--- config.mk ---
export PLATFORM = sky130hd
export DESIGN_NAME = sdram_req_queue
export DESIGN_NICKNAME = d
export VERILOG_FILES = /design/src/rtl/sdram_req_queue.sv
export SDC_FILE = /design/constraint.sdc
export NUM_CORES = 1
export LEC_CHECK = 0
export CORE_MARGIN = 1.5
export CORE_UTILIZATION = 45
export DETAILED_ROUTE_END_ITERATION = 10
export HOLD_SLACK_MARGIN = 0.06
export PLACE_DENSITY = 0.7
export SLEW_MARGIN = 30
export SYNTH_ARGS = -nofsm -noshare
export SYNTH_HDL_FRONTEND = slang
export SYNTH_SLANG_ARGS = --single-unit
--- constraint.sdc ---
create_clock -name clk -period 3.3 [get_ports clk]
set_input_delay 0.66 -clock clk [delete_from_list [all_inputs] [get_ports clk]]
set_output_delay 0.66 -clock clk [all_outputs]
set_load 0.05 [all_outputs]
--- src/rtl/sdram_req_queue.sv ---
// Request FIFO between a client and an SDRAM controller. Keeps request order,
// caps outstanding controller reads, and returns read data/errors one cycle later.
module sdram_req_queue #(
    parameter int ADDR_WIDTH = 32,
    parameter int DATA_WIDTH = 32,
    parameter int WORD_LEN   = DATA_WIDTH / 8,
    parameter int DEPTH      = 4,
    parameter int MAX_RD     = 4
) (
    input  logic                       clk,
    input  logic                       rst_n,
    input  logic [WORD_LEN-1:0]        c_wr,
    input  logic                       c_rd,
    input  logic [ADDR_WIDTH-1:0]      c_addr,
    input  logic [DATA_WIDTH-1:0]      c_wdata,
    output logic                       c_rdy,
    output logic                       c_rvalid,
    output logic [DATA_WIDTH-1:0]      c_rdata,
    output logic                       c_error,
    output logic [WORD_LEN-1:0]        m_wr,
    output logic                       m_rd,
    output logic [ADDR_WIDTH-1:0]      m_addr,
    output logic [DATA_WIDTH-1:0]      m_wdata,
    input  logic                       m_rdy,
    input  logic                       m_rvalid,
    input  logic                       m_error,
    input  logic [DATA_WIDTH-1:0]      m_rdata,
    output logic [$clog2(DEPTH):0]     level
);
    localparam int PW = $clog2(DEPTH);
    localparam int LW = PW + 1;

    logic [WORD_LEN-1:0]   wr_mem   [DEPTH];
    logic [ADDR_WIDTH-1:0] addr_mem [DEPTH];
    logic [DATA_WIDTH-1:0] data_mem [DEPTH];
    logic [DEPTH-1:0]      rd_mem;

    logic [PW-1:0] wptr, rptr;
    logic [LW-1:0] count;
    logic [3:0]    outst;

    logic head_valid, head_rd, blocked;
    logic wr_req, push, bad_req, pop, rd_pop, rv_ok, orphan;

    // c_rdy is gated by rst_n so nothing is accepted while reset is held.
    assign c_rdy      = rst_n && (count < LW'(DEPTH));
    assign head_valid = (count != '0);
    assign head_rd    = rd_mem[rptr];
    assign blocked    = head_rd && (outst == 4'(MAX_RD));

    assign m_rd    = head_valid && head_rd && !blocked;
    assign m_wr    = head_valid ? wr_mem[rptr] : '0;
    assign m_addr  = addr_mem[rptr];
    assign m_wdata = data_mem[rptr];
    assign level   = count;

    assign wr_req  = |c_wr;
    assign push    = c_rdy && (c_rd ^ wr_req);
    assign bad_req = c_rdy && c_rd && wr_req;
    assign pop     = (m_rd || (|m_wr)) && m_rdy;
    assign rd_pop  = m_rd && m_rdy;
    assign rv_ok   = m_rvalid && (outst != '0);
    assign orphan  = m_rvalid && (outst == '0);

    // Payload storage needs no reset; validity is tracked by count.
    always_ff @(posedge clk) begin
        if (push) begin
            wr_mem[wptr]   <= c_wr;
            addr_mem[wptr] <= c_addr;
            data_mem[wptr] <= c_wdata;
            rd_mem[wptr]   <= c_rd;
        end
    end

    always_ff @(posedge clk or negedge rst_n) begin
        if (!rst_n) begin
            wptr     <= '0;
            rptr     <= '0;
            count    <= '0;
            outst    <= '0;
            c_rvalid <= 1'b0;
            c_rdata  <= '0;
            c_error  <= 1'b0;
        end else begin
            if (push) wptr <= wptr + PW'(1);
            if (pop)  rptr <= rptr + PW'(1);
            case ({push, pop})
                2'b10:   count <= count + LW'(1);
                2'b01:   count <= count - LW'(1);
                default: count <= count;
            endcase
            case ({rd_pop, rv_ok})
                2'b10:   outst <= outst + 4'd1;
                2'b01:   outst <= outst - 4'd1;
                default: outst <= outst;
            endcase
            c_rvalid <= rv_ok;
            if (rv_ok) c_rdata <= m_rdata;
            c_error  <= m_error || bad_req || orphan;
        end
    end
endmodule
# After elaboration in Yosys (flattened, before gate mapping)
# Memories as Yosys holds them, arrays and structs flattened.
# Cells that the tools add are included.
# classes
reduce_logical	23
n_addsub	6
eq_ne	5
order_cmp	4
n_mux	10
bitwise_logic	1
# op_table
operator	n
$logic_and A1 B1 Y1	12
$pmux W4 S2	1
$reduce_or A4 Y1	2
$lt A2 B3 Y1 const B	2
$pmux W3 S2	1
$add A2 B1 Y2 const B	2
$add A4 B1 Y4 const B	1
$bwmux W4	1
$eq A2 B1 Y1 const B	2
$eq A2 B2 Y1 const B	2
$eq A4 B3 Y1 const B	1
$logic_not A4 Y1	1
$mux W1	4
$mux W4	1
$reduce_bool A2 Y1	2
$reduce_bool A4 Y1	1
$sub A4 B1 Y4 const B	1
$add A3 B1 Y3 const B	1
$logic_or A1 B1 Y1	3
$lt A3 B3 Y1 const B	1
$reduce_bool A3 Y1	1
$sub A3 B1 Y3 const B	1
$bmux W1 S2	1
$demux W1 S2	1
3 further kinds	3
# totals
out_inout_bits	107
regBits	49
mem_count	3
in_bits	106
ram_bits	272
elab_cells	60
# mem_list
name	words	width	rd	rd_ports_with_merged_regs	wr	line_no	text
addr_mem	4	32	1	0	1	34	logic [ADDR_WIDTH-1:0] addr_mem [DEPTH];
data_mem	4	32	1	0	1	35	logic [DATA_WIDTH-1:0] data_mem [DEPTH];
wr_mem	4	4	1	0	1	33	logic [WORD_LEN-1:0] wr_mem [DEPTH];

# Longest topological paths before layout
# logic_depth
ltp_word	9
ltp_mapped	11

# Worst setup path after synthesis
# OpenSTA, ideal clock, no wires.
# synth_path
kind	input to register
start	input rst_n
end	memory addr_mem[0][0] (enable)
n_path_buf	0
required_ps	2865
path_stages	2
setup_slack_ps	-460
t_arrival_ps	3325
setup_time_ps	435
path_cell_list	nor2b_1 and3_1
# synth_between
elab_chain_cells	4
# synth_rtl
item	line_no	text
start, declared	11	input logic rst_n,
$logic_and A1 B1 Y1	46	assign c_rdy = rst_n && (count < LW'(DEPTH));
$logic_and A1 B1 Y1	58	assign push = c_rdy && (c_rd ^ wr_req);
$mux W1	67	if (push) begin
$mux W1 (not written as such)	69	addr_mem[wptr] <= c_addr;
end, declared	34	
# Every way passes these cells.

# Worst setup path in the final report
# layout_path
start	register rptr[0]
end	output m_wdata[18]
# layout_between
elab_chain_cells	1
# layout_rtl
item	line_no	text
start, declared	38	logic [PW-1:0] wptr, rptr;
start signal, assigned	86	if (pop) rptr <= rptr + PW'(1);
$mem_v2 Z4 W32	-	
end, declared	23	output logic [DATA_WIDTH-1:0] m_wdata,
# Every way passes these cells.

==> impl_metrics.tcl <==
set metrics [dict create \
    max_freq_mhz 318 \
    outcome "finished clean" \
    yosys.area.top_type_share 0.694 \
    cts_root_buf "clkbuf_16" \
    yosys.area.top_type "edfxtp_1" \
    cap_violations 0 \
    setup_viol 0 \
    rows 59 \
    cp.required_ps 2640 \
    critical_path_class "flop to output pin" \
    htreeDepth 1 \
    grt_use_total 0.180 \
    stdcell_area_um2 15700 \
    finalWirelength_mm 24.4 \
    placed_cell_area_um2 14600 \
    ys_seq_elements 321 \
    period_share 0.952 \
    overflow 0 \
    die_area_um2 27500 \
    grt_pass1_wl_mm 38.5 \
    synth_area_leaders "edfxtp_1 (69%), mux4_2 (13%), dfrtp_1 (9.4%), nand2_1 (3.1%), ha_1 (0.84%)" \
    critPathBufInv 2 \
    finalHoldViolCount 0 \
    powerDensity_nw_per_um2 937 \
    worst_slack_ps 157 \
    synthArstFlopShare 0.140 \
    fin_tns_setup_ps 0 \
    synth_commonest_cells "edfxtp_1 (276), nand2_1 (100), mux4_2 (69)" \
    path_delay_family "buffers and inverters" \
    coreArea_um2 26100 \
    cts_buffers 31 \
    cts_sinks 321 \
    cts.path.max_buffers 3 \
    dieWidth_um 166 \
    fillCellCount 1854 \
    grt_max_degree 50 \
    first_global_vias 6796 \
    crit_fanout 24 \
    synth-main-ff-cell "edfxtp_1" \
    ys_types 32 \
    ys_warn_count 0 \
    insertion_delay_ps 560 \
    synth-edff-count 276 \
    drive_gt1_frac 0.234 \
    finalClockSkew_ps 14.4 \
    post-synth-top-count-cell "edfxtp_1" \
    relSlewSlack 0.594 \
    post_drt_wl_per_cell_um 20.6 \
    drc 0 \
    nNetsFinal 940 \
    fp.dieH_um 166 \
    syn_nets 691 \
    report.final.slew_viol_count 0 \
    clkTransAtPathRegs_ps 70 \
    tightest_slew_ps 607 \
    ir_worst_vdd_v 0.000616 \
    vias 6229 \
    seq_area_um2 9420 \
    multi_input_area_um2 2410 \
    antenna_found_initial 2 \
    dr.pass1.iters 7 \
    rsz0062_at_grt "no" \
    avgViaCountPerCell 5.26 \
    ant_nets 0 \
    critPathCaptureType "output pin" \
    first_iter_violations 387 \
    initial_core_util 0.458 \
    power_leakage_nw 5.67 \
    path_cells "buf_4 -> mux4_2 -> buf_4" \
    slowest_delay_ps 620 \
    cts_tree "built" \
    cpMostUsedCell "buf_4" \
    preCtsSetupSlack_ps 75.6 \
    postCtsHoldBufs 0 \
    synth_area_um2 11900 \
    cp_slowest_cell "mux4_2" \
    crit_arrival_ps 2480 \
    syn_area_per_cell_um2 20.8 \
    syn2layout_area_growth_pct 31.8 \
    io_pins 213 \
    setup.worst_path.start_class "flop" \
    dp_hpwl_mm 15.7 \
    netlist_instances 575 \
    final.min_clock_period_ps 3140 \
    port-buffer-count 212 \
    worstHoldPathType "input port to asynchronous set/reset pin" \
    yosysSeqAreaShare 0.789 \
    place_congestion 0.789 \
]
==> stage by stage <==
stage	hold WS (ps)	total power [mW]	instances	utilization
after global routing	236	15.3	1184	0.604
final	188	14.7	1185	0.604
after global placement	456	11.1	1124	0.561
after CTS	195	14.9	1184	0.603
after floorplan	364	9.25	575	-
after detailed placement	470	11.2	1124	0.561
==> cell type report <==
cell class                 count  share of cell area
sequential                   321               0.599
timing repair buffer         238               0.150
antenna                        1            0.000159
clock buffer                  34              0.0500
tap                          335              0.0266
inverter                      11             0.00262
clock inverter                24              0.0184
multi-input combinational    221               0.153
==> per-layer routing <==
metal,up-vias,global-route usage,part of all wire
li1,2748,-,-
met1,3184,0.227,0.40
met2,244,0.307,0.49
met3,49,0.0529,0.081
met4,4,0.0458,0.025
met5,-,0,0.0011
==> power breakdown <==
group / total (mW) / internal (mW) / switching (mW)
logic: 5.88 / 2.14 / 3.74
clock network: 3.68 / 2.26 / 1.43
registers: 5.19 / 4.87 / 0.311
==> path summary, 6_finish.rpt <==
check | cells past startpoint | endpoint | slack (ps) | start
max | 3 | m_wdata[18] | 160 | rptr[0]
min | 2 | c_error | 190 | rst_n
max reg2reg | 11 | outst[3] | 370 | rptr[1]
min reg2reg | 2 | c_rdata[13] | 490 | c_rdata[13]
max in group asynchronous | 2 | rptr[0] | 2670 | rst_n
min in group clk | 2 | c_rdata[13] | 490 | c_rdata[13]
==> kinds of logic after synthesis <==
kind of cell,after synthesis,synth area share
buf+inv,33,0.0120
compound gates,9,0.00629
flops,321,0.789
xor+xnor,11,0.00807
simple gates,121,0.0421
mux,70,0.131
fa+ha+maj,10,0.0117
==> placed cells by master (no fill, tap or decap), types with 12 or more instances in the layout <==
master / count
dfrtp_1: 43
buf_4: 55
edfxtp_1: 276
mux4_2: 69
buf_12: 12
nand2_1: 100
dlygate4sd2_1: 16
clkdlybuf4s50_1: 145
clkbuf_16: 31
==> state kept, by name, indices dropped and copies added (netlist names), 2 cells and up <==
name,flops
wr_mem,16
outst,4
data_mem,128
rd_mem,4
wptr,2
c_rdata,32
rptr,2
level,3
addr_mem,128
==> repair_timing <==
item / CTS / global route
buffers inserted: 2 / 0
endpoints found under the setup margin: 51 / 8
endpoints found under the hold margin: 0 / 0
cloned: 0 / 0
resized for setup: 16 / 8
(Power assumes the default switching activity.)
